<file path="src/rtl/riscv_core_immpack.sv">
// Immediate packer: scatters a 64-bit immediate into an RV32 instruction word
// (I/S/B/J/U formats), range-checks it, and buffers {instr, err} in an in-order FIFO.
// Optional feature: define IMMPACK_ERRCNT_EN to add the saturating o_immpack_errcnt port.
module riscv_core_immpack #(
  parameter int unsigned DEPTH = 2
) (
  input  logic        i_immpack_clk,
  input  logic        i_immpack_rst,
  input  logic        i_immpack_valid,
  output logic        o_immpack_ready,
  input  logic [63:0] i_immpack_imm,
  input  logic [2:0]  i_immpack_immsrc,
  input  logic [31:0] i_immpack_base,
  output logic        o_immpack_valid,
  input  logic        i_immpack_out_ready,
  output logic [31:0] o_immpack_instr,
  output logic        o_immpack_err
`ifdef IMMPACK_ERRCNT_EN
  ,
  output logic [7:0]  o_immpack_errcnt
`endif
);

  localparam int unsigned PtrW = $clog2(DEPTH);
  localparam int unsigned CntW = PtrW + 1;
  localparam logic [CntW-1:0] DepthCnt = CntW'(DEPTH);

  typedef enum logic [2:0] {
    SrcI = 3'b000,
    SrcS = 3'b001,
    SrcB = 3'b010,
    SrcJ = 3'b011,
    SrcU = 3'b100
  } immsrc_e;

  logic [31:0]     enc_instr;
  logic            enc_err;
  logic [31:0]     mem_instr_q [DEPTH];
  logic            mem_err_q   [DEPTH];
  logic [PtrW-1:0] wr_ptr_q, rd_ptr_q;
  logic [CntW-1:0] count_q;
  logic [31:0]     last_instr_q;
  logic            last_err_q;
  logic            push, pop;

  assign o_immpack_ready = (count_q < DepthCnt);
  assign o_immpack_valid = (count_q != '0);
  assign push = i_immpack_valid && o_immpack_ready;
  assign pop  = o_immpack_valid && i_immpack_out_ready;

  // Encode and range-check the incoming immediate; base bits outside the field pass through.
  always_comb begin
    enc_instr = i_immpack_base;
    enc_err   = 1'b1;
    unique case (i_immpack_immsrc)
      SrcI: begin
        enc_instr = {i_immpack_imm[11:0], i_immpack_base[19:0]};
        enc_err   = !((&i_immpack_imm[63:11]) || !(|i_immpack_imm[63:11]));
      end
      SrcS: begin
        enc_instr = {i_immpack_imm[11:5], i_immpack_base[24:12], i_immpack_imm[4:0],
                     i_immpack_base[6:0]};
        enc_err   = !((&i_immpack_imm[63:11]) || !(|i_immpack_imm[63:11]));
      end
      SrcB: begin
        enc_instr = {i_immpack_imm[12], i_immpack_imm[10:5], i_immpack_base[24:12],
                     i_immpack_imm[4:1], i_immpack_imm[11], i_immpack_base[6:0]};
        enc_err   = !((&i_immpack_imm[63:12]) || !(|i_immpack_imm[63:12])) ||
                    i_immpack_imm[0];
      end
      SrcJ: begin
        enc_instr = {i_immpack_imm[20], i_immpack_imm[10:1], i_immpack_imm[11],
                     i_immpack_imm[19:12], i_immpack_base[11:0]};
        enc_err   = !((&i_immpack_imm[63:20]) || !(|i_immpack_imm[63:20])) ||
                    i_immpack_imm[0];
      end
      SrcU: begin
        enc_instr = {i_immpack_imm[31:12], i_immpack_base[11:0]};
        enc_err   = !((&i_immpack_imm[63:31]) || !(|i_immpack_imm[63:31])) ||
                    (|i_immpack_imm[11:0]);
      end
      default: begin
        enc_instr = i_immpack_base;
        enc_err   = 1'b1;
      end
    endcase
  end

  // FIFO storage, pointers and occupancy; reset flushes everything asynchronously.
  always_ff @(posedge i_immpack_clk or posedge i_immpack_rst) begin
    if (i_immpack_rst) begin
      for (int i = 0; i < DEPTH; i++) begin
        mem_instr_q[i] <= '0;
        mem_err_q[i]   <= 1'b0;
      end
      wr_ptr_q <= '0;
      rd_ptr_q <= '0;
      count_q  <= '0;
    end else begin
      if (push) begin
        mem_instr_q[wr_ptr_q] <= enc_instr;
        mem_err_q[wr_ptr_q]   <= enc_err;
        wr_ptr_q              <= wr_ptr_q + 1'b1;
      end
      if (pop) begin
        rd_ptr_q <= rd_ptr_q + 1'b1;
      end
      if (push && !pop) begin
        count_q <= count_q + 1'b1;
      end else if (pop && !push) begin
        count_q <= count_q - 1'b1;
      end
    end
  end

  // Remember the last popped word so the outputs hold it while the FIFO is empty.
  always_ff @(posedge i_immpack_clk or posedge i_immpack_rst) begin
    if (i_immpack_rst) begin
      last_instr_q <= '0;
      last_err_q   <= 1'b0;
    end else if (pop) begin
      last_instr_q <= mem_instr_q[rd_ptr_q];
      last_err_q   <= mem_err_q[rd_ptr_q];
    end
  end

  assign o_immpack_instr = o_immpack_valid ? mem_instr_q[rd_ptr_q] : last_instr_q;
  assign o_immpack_err   = o_immpack_valid ? mem_err_q[rd_ptr_q]   : last_err_q;

`ifdef IMMPACK_ERRCNT_EN
  logic [7:0] errcnt_q;

  // Count erroneous requests at accept time, saturating at 255.
  always_ff @(posedge i_immpack_clk or posedge i_immpack_rst) begin
    if (i_immpack_rst) begin
      errcnt_q <= '0;
    end else if (push && enc_err && (errcnt_q != 8'hFF)) begin
      errcnt_q <= errcnt_q + 8'd1;
    end
  end

  assign o_immpack_errcnt = errcnt_q;
`endif

endmodule

</file>
<file path="config.mk">
export PLATFORM = sky130hd
export DESIGN_NAME = riscv_core_immpack
export DESIGN_NICKNAME = d
export VERILOG_FILES = /design/src/rtl/riscv_core_immpack.sv
export SDC_FILE = /design/constraint.sdc
export NUM_CORES = 1
export LEC_CHECK = 0
export CORE_MARGIN = 4
export CORE_UTILIZATION = 49
export CTS_BUF_LIST = sky130_fd_sc_hd__clkbuf_8 sky130_fd_sc_hd__clkbuf_16
export DETAILED_ROUTE_END_ITERATION = 8
export HOLD_SLACK_MARGIN = 0.03
export PLACE_DENSITY = 0.78
export SLEW_MARGIN = 10
export SYNTH_ARGS = -nofsm -noshare
export SYNTH_HDL_FRONTEND = slang
export SYNTH_SLANG_ARGS = --single-unit
</file>
<file path="constraint.sdc">
create_clock -name i_immpack_clk -period 4.52 [get_ports i_immpack_clk]
set_input_delay 0.904 -clock i_immpack_clk [delete_from_list [all_inputs] [get_ports i_immpack_clk]]
set_output_delay 0.904 -clock i_immpack_clk [all_outputs]
set_load 0.02 [all_outputs]
</file>
==> results of run 1 <==
[logic make-up (layout without fill, tap and decap cells)]
kind of cell	after synthesis	after routing
compound gates	159	159
xor+xnor	6	6
fa+ha+maj	1	1
buf+inv	50	170
flops	103	103
mux	70	70
simple gates	207	207
[tightest hold or removal path, stage by stage, from the launching register on]
cell and delay [ns]:
dfrtp_1 0.35, nand2_1 0.05, o21ai_0 0.06
[cell type report]
cell class / instances / share of cell area
clock buffers: 10 / 0.0196
clock inverters: 6 / 0.00624
inverters: 8 / 0.00464
multi-input cells: 443 / 0.373
flip-flops and latches: 103 / 0.368
well taps: 136 / 0.0243
repair buffers: 146 / 0.205
[flip-flops by register name, indices dropped and copies added (netlist names)]
signal	count
count_q	2
rd_ptr_q	1
mem_err_q	2
wr_ptr_q	1
mem_instr_q	64
last_err_q	1
last_instr_q	32
[worst min-delay path by stage]
stage	startpoint	depth (start not counted)	to	slack, ns
after global placement	mem_instr_q[42]$_DFFE_PP0P_	2	mem_instr_q[42]$_DFFE_PP0P_	0.46
after floorplan	mem_instr_q[39]$_DFFE_PP0P_	2	mem_instr_q[39]$_DFFE_PP0P_	0.45
final	mem_instr_q[42]$_DFFE_PP0P_	2	mem_instr_q[42]$_DFFE_PP0P_	0.49
after CTS	mem_instr_q[42]$_DFFE_PP0P_	2	mem_instr_q[42]$_DFFE_PP0P_	0.49
after detailed placement	mem_instr_q[31]$_DFFE_PP0P_	2	mem_instr_q[31]$_DFFE_PP0P_	0.47
after global routing	last_instr_q[16]$_DFFE_PP0P_	2	last_instr_q[16]$_DFFE_PP0P_	0.51
[report_power, final]
| group | switching (mW) | internal [mW] |
|---|---|---|
| registers | 0.302 | 1.35 |
| clock network | 0.307 | 0.218 |
| logic | 1.24 | 1.10 |
| total | 1.85 | 2.68 |
[cells in the final DEF, fill, tap and decap left out, drive strengths merged, types with 2 or more instances in the layout]
cell type      netlist  layout
nand4               12      12
mux2                26      26
clkbuf              31      10
nor3                 4       4
clkdlybuf4s50        0     137
mux2i               44      44
nand2b               2       2
nor4                16      16
dfrtp              103     103
nor2                58      58
inv                  8      10
buf                 11       9
nand2               95      95
xor2                 2       2
o221ai               9       9
nand3                4       4
a31oi                2       2
xnor2                4       4
clkinv               0       3
o311ai               5       5
nor2b                2       2
o21ai               94      94
or3                 11      11
a21oi               43      43
[stage by stage]
step                setup WS (ns)  instance area, um2  power (mW)
floorplan                   0.912                5380        3.04
global placement             1.31                6830        3.93
detailed placement           1.21                6830        4.04
CTS                         0.930                7020        4.56
global route                0.723                7020        4.85
finish                      0.945                7020        4.52
[metal layers]
layer  GRT usage  part of all wire
met1       0.283              0.41
met2       0.389              0.48
met3      0.0572             0.079
met4      0.0994             0.032
met5           0                 0
==> summary.txt, run 1 <==
Outcome
  • Status: completed

Layout
  • Post-layout util: 0.668
  • Filler Cell Count: 867
  • Nets: 815
  • Multi-input gate area in the final layout: 2610 um2
  • Antenna Cells: 0
  • Proportion of layout cells with a drive suffix above 1: 0.0768
  • Seq. cell area: 2580 um2
  • Layout Cells excl Fill: 852
  • P&R area growth vs syn: 30.5%

CTS
  • Post-CTS Setup Bufs: 0
  • Clock transition at path regs: 0.10 ns
  • TritonCTS clock tree: built
  • Num CTS Buffers: 9
  • Max Root-Sink Buffers: 2
  • Root Buffer: clkbuf_8
  • Post-CTS Resized: 0
  • Clk sinks: 103
  • Worst-Skew Late Latency: 0.37 ns
  • H-tree Lvls: 3
  • CTS Hold Buffers Added: 0

Synth
  • Complex-gate fraction of the synthesized area: 0.163
  • Number of flops mapped to enable cells by yosys: 0
  • Synth Flop Type: dfrtp_1
  • Cells after Synth: 596
  • Synth top area cells: dfrtp_1, mux2i_1, o21ai_0
  • Synth async-reset ratio: 1.00
  • Mux contribution to synthesized area: 0.136
  • Post-Synth XOR/XNOR Area: 0.00977
  • Top cells by count, synth: dfrtp_1, nand2_1, o21ai_0
  • Cell taking the most area after synthesis: dfrtp_1
  • Post-synthesis sequential area ratio: 0.479
  • Largest family of logic cells by synthesized area: simple AND/OR/NAND/NOR gates
  • Synth Warn #: 0
  • Post-synthesis simple-gate area fraction: 0.174
  • Syn nets: 700
  • Seq cells post-synth: 103
  • Cell with the most instances after synthesis: dfrtp_1
  • Adder-Cell Fraction of Synth Area: 0.00233
  • Yosys top cell area share: 0.479
  • Post-synth cell types: 39
  • Syn_area_per_cell: 9.02 um2
  • Syn Std Cell Area: 5380 um2

Detailed routing
  • DR WL/cell: 17.0 um
  • Antenna violation net count after detailed routing: 0
  • DR vias/cell: 5.79
  • DRC: 0
  • Vias: 4934
  • TritonRoute pass-1 iters: 5
  • DRT iter0 DRCs: 370
  • Final WL: 14500 um

STA
  • Fmax: 280 MHz
  • Setup TNS Final: 0 ns
  • Final hold slack: 0.488 ns
  • Count of final setup violators: 0
  • Fin crit period: 3.57 ns
  • Worst-margin pin slew: 1.20 ns
  • Final hold violations: 0
  • Crit share post-route: 0.791
  • Worst slew margin: 0.198
  • Final count of pins violating max slew: 0
  • RSZ-0062 raised after global routing: no
  • Setup Skew: 0.0106 ns

Placement
  • Dpl hpwl: 11200 um
  • # port buffers: 137
  • GP Congestion: 0.857
  • Placed cells: 836

Critical path
  • Crit start category: register
  • R2R setup slack: 1.81 ns
  • Worst setup endpoint: o_immpack_instr[28]
  • Crit-path cells: or2_2 -> nor2_1 -> a21oi_1 -> clkdlybuf4s50_1
  • CP Max Fanout: 68
  • CP delay by family, top: simple AND/OR/NAND/NOR gates
  • Crit path arrival time: 2.67 ns
  • Bufs and invs on worst path: 1
  • WP depth: 4
  • Slowest cell delay on critical path: 0.93 ns
  • Req. time, crit path: 3.62 ns
  • R2r endpoint: count_q[1]$_DFFE_PP0P_
  • Critical path class: register to primary output
  • Slowest-stage cell, CP: or2_2
  • Crit path launch: count_q[0]$_DFFE_PP0P_
  • Worst Setup End Kind: primary output
  • Worst r2r src: count_q[0]$_DFFE_PP0P_
  • Reg2reg path depth: 6

Global route
  • Total gr overflow: 0
  • Total GRT Usage: 0.231
  • Largest net degree at the start of global routing: 69
  • Number of global-route vias before repair: 5033
  • First-pass GRT wire length: 23700 um
  • Initial antenna violation count: 0

Floorplanning
  • Top Ports: 138
  • Initial Utilization: 0.512
  • Die Ht: 113 um
  • Die W: 113 um
  • Core Region: 10500 um2
  • # rows: 37
  • DIE AREA: 12700 um2

Pwr
  • Power per cell area: 645 nW/um2
  • Max VDD drop: 0.000406 V
  • Leak pwr: 2.97 nW

Worst hold path
  • Hold Path Class: register to register

Run
  • Max-Cap Viols: 0
No activity file was read; power rests on OpenSTA's default activity.
==> run 2, diff against run 1 <==
==> constraint.sdc (replaced) <==
create_clock -name i_immpack_clk -period 3.7 [get_ports i_immpack_clk]
set_input_delay 0.74 -clock i_immpack_clk [delete_from_list [all_inputs] [get_ports i_immpack_clk]]
set_output_delay 0.74 -clock i_immpack_clk [all_outputs]
set_load 0.02 [all_outputs]
==> run 2 against run 1 <==
  * Power up 24%
  * Worst setup slack lost 0.50 ns
  * Wire length increased by 1.8%
  * Global-route usage increased by 0.19 points
  * Cell area grew 0.41%
  * Sequential share of layout area down 0.15 points
  * Critical path depth unchanged
  * Clock power grew 27%
  * Critical endpoint unchanged
  * Register-to-register slack worse by 0.63 ns
  * Clock skew is 0.0052 ns lower
==> summary.txt, run 2 (synthesis results as in run 1) <==
Outcome
  • Status: completed

Floorplanning
  • DIE AREA: 12700 um2
  • Die W: 113 um
  • Die Ht: 113 um
  • Initial Utilization: 0.512
  • Core Region: 10500 um2
  • # rows: 37
  • Top Ports: 138

Critical path
  • Critical path class: register to primary output
  • Worst r2r src: count_q[0]$_DFFE_PP0P_
  • Req. time, crit path: 2.96 ns
  • Crit path launch: rd_ptr_q$_DFFE_PP0P_
  • Crit start category: register
  • R2R setup slack: 1.18 ns
  • Crit path arrival time: 2.52 ns
  • CP Max Fanout: 20
  • Worst Setup End Kind: primary output

Placement
  • GP Congestion: 0.903
  • Dpl ws: 0.745 ns
  • # port buffers: 137
  • Dpl hpwl: 11400 um

STA
  • Count of final setup violators: 0
  • Final count of pins violating max slew: 0
  • Worst slew margin: 0.376
  • Setup Skew: 0.00535 ns
  • Crit share post-route: 0.881
  • Final hold violations: 0
  • Setup TNS Final: 0 ns
  • Fmax: 307 MHz
  • Worst-margin pin slew: 0.936 ns
  • PnR worst setup slack: 0.441 ns
  • RSZ-0062 raised after global routing: no
  • Fin crit period: 3.26 ns

Layout
  • Multi-input gate area in the final layout: 2610 um2
  • Seq. cell area: 2580 um2
  • Filler Cell Count: 865
  • Antenna Cells: 0
  • Nets: 816
  • Most common cell after layout, fill and taps aside: clkdlybuf4s50_1
  • Register bank with the most flops: mem_instr_q
  • Max reg flops: 64
  • Proportion of layout cells with a drive suffix above 1: 0.0754
  • Biggest regs: mem_instr_q x64, last_instr_q x32
  • P&R area growth vs syn: 31.0%
  • Most frequent cells in the layout: clkdlybuf4s50_1, dfrtp_1, nand2_1, o21ai_0, nor2_1

Pwr
  • Max VDD drop: 0.000512 V
  • Leak pwr: 2.99 nW
  • Power per cell area: 793 nW/um2
  • Post-layout power: 5.59 mW

Detailed routing
  • TritonRoute pass-1 iters: 4
  • DRT iter0 DRCs: 351
  • DR vias/cell: 5.70
  • DR WL/cell: 17.3 um
  • Antenna violation net count after detailed routing: 0
  • DRC: 0
  • Vias: 4860
  • Final WL: 14700 um

CTS
  • Num CTS Buffers: 9
  • TritonCTS clock tree: built
  • Clock transition at path regs: 0.09 ns
  • H-tree Lvls: 3
  • Post-CTS Resized: 0
  • Root Buffer: clkbuf_8
  • Post-CTS Setup Bufs: 0
  • Worst-Skew Late Latency: 0.37 ns
  • Max Root-Sink Buffers: 2
  • CTS Hold Buffers Added: 0
  • Clk sinks: 103

Global route
  • Initial antenna violation count: 0
  • First-pass GRT wire length: 23800 um
  • Total GRT Usage: 0.233
  • Met2 usage: 0.407
  • Global routing's busiest layer: met2
  • Met3 Track Usage GR: 0.0524
  • Number of global-route vias before repair: 4879
  • Largest net degree at the start of global routing: 61
  • GR Layer Usage met1: 0.285
  • Total gr overflow: 0

Run
  • Max-Cap Viols: 0

Worst hold path
  • Hold_sp: mem_instr_q[52]$_DFFE_PP0P_
  • Hold Path Class: register to register
[run 2: critical path: stages (launching register included)]
cell             delay (ns)
dfrtp_2                0.65
buf_4                  0.44
mux2i_1                0.16
a21oi_1                0.25
clkdlybuf4s50_1        0.65
[run 2: path summary, 6_finish.rpt]
check | to | cells after the start
hold / removal | mem_instr_q[52]$_DFFE_PP0P_ | 2
hold reg to reg | mem_instr_q[52]$_DFFE_PP0P_ | 2
setup reg to reg | count_q[1]$_DFFE_PP0P_ | 6
min in group asynchronous | mem_instr_q[34]$_DFFE_PP0P_ | 2
setup / recovery | o_immpack_instr[28] | 4
max in group asynchronous | mem_instr_q[40]$_DFFE_PP0P_ | 3
[run 2: metal layers]
layer,part of all wire,wire (um)
met1,0.41,6020
met5,0,0
met2,0.50,7330
met3,0.069,1010
met4,0.026,382
[run 2: where the power goes]
part | internal, mW | switching (mW) | total, mW
clock | 0.302 | 0.363 | 0.665
sequential | 1.66 | 0.316 | 1.97
combinational | 1.36 | 1.59 | 2.95
total | 3.32 | 2.27 | 5.59
[run 2: final cells by class]
| class | count | share of cell area |
|---|---|---|
| repair buffers | 147 | 0.209 |
| inverters | 8 | 0.00462 |
| clock buffers | 9 | 0.0176 |
| flip-flops and latches | 103 | 0.366 |
| clock inverters | 6 | 0.00764 |
| well taps | 136 | 0.0242 |
| multi-input cells | 443 | 0.371 |
[run 2: through the flow]
step / hold WS [ns] / std cells / cell area [um2] / util
floorplan: 0.449 / 596 / 5380 / -
global placement: 0.461 / 837 / 6870 / 0.653
detailed placement: 0.470 / 837 / 6870 / 0.653
CTS: 0.490 / 852 / 7040 / 0.670
global route: 0.504 / 852 / 7040 / 0.670
finish: 0.486 / 852 / 7040 / 0.670
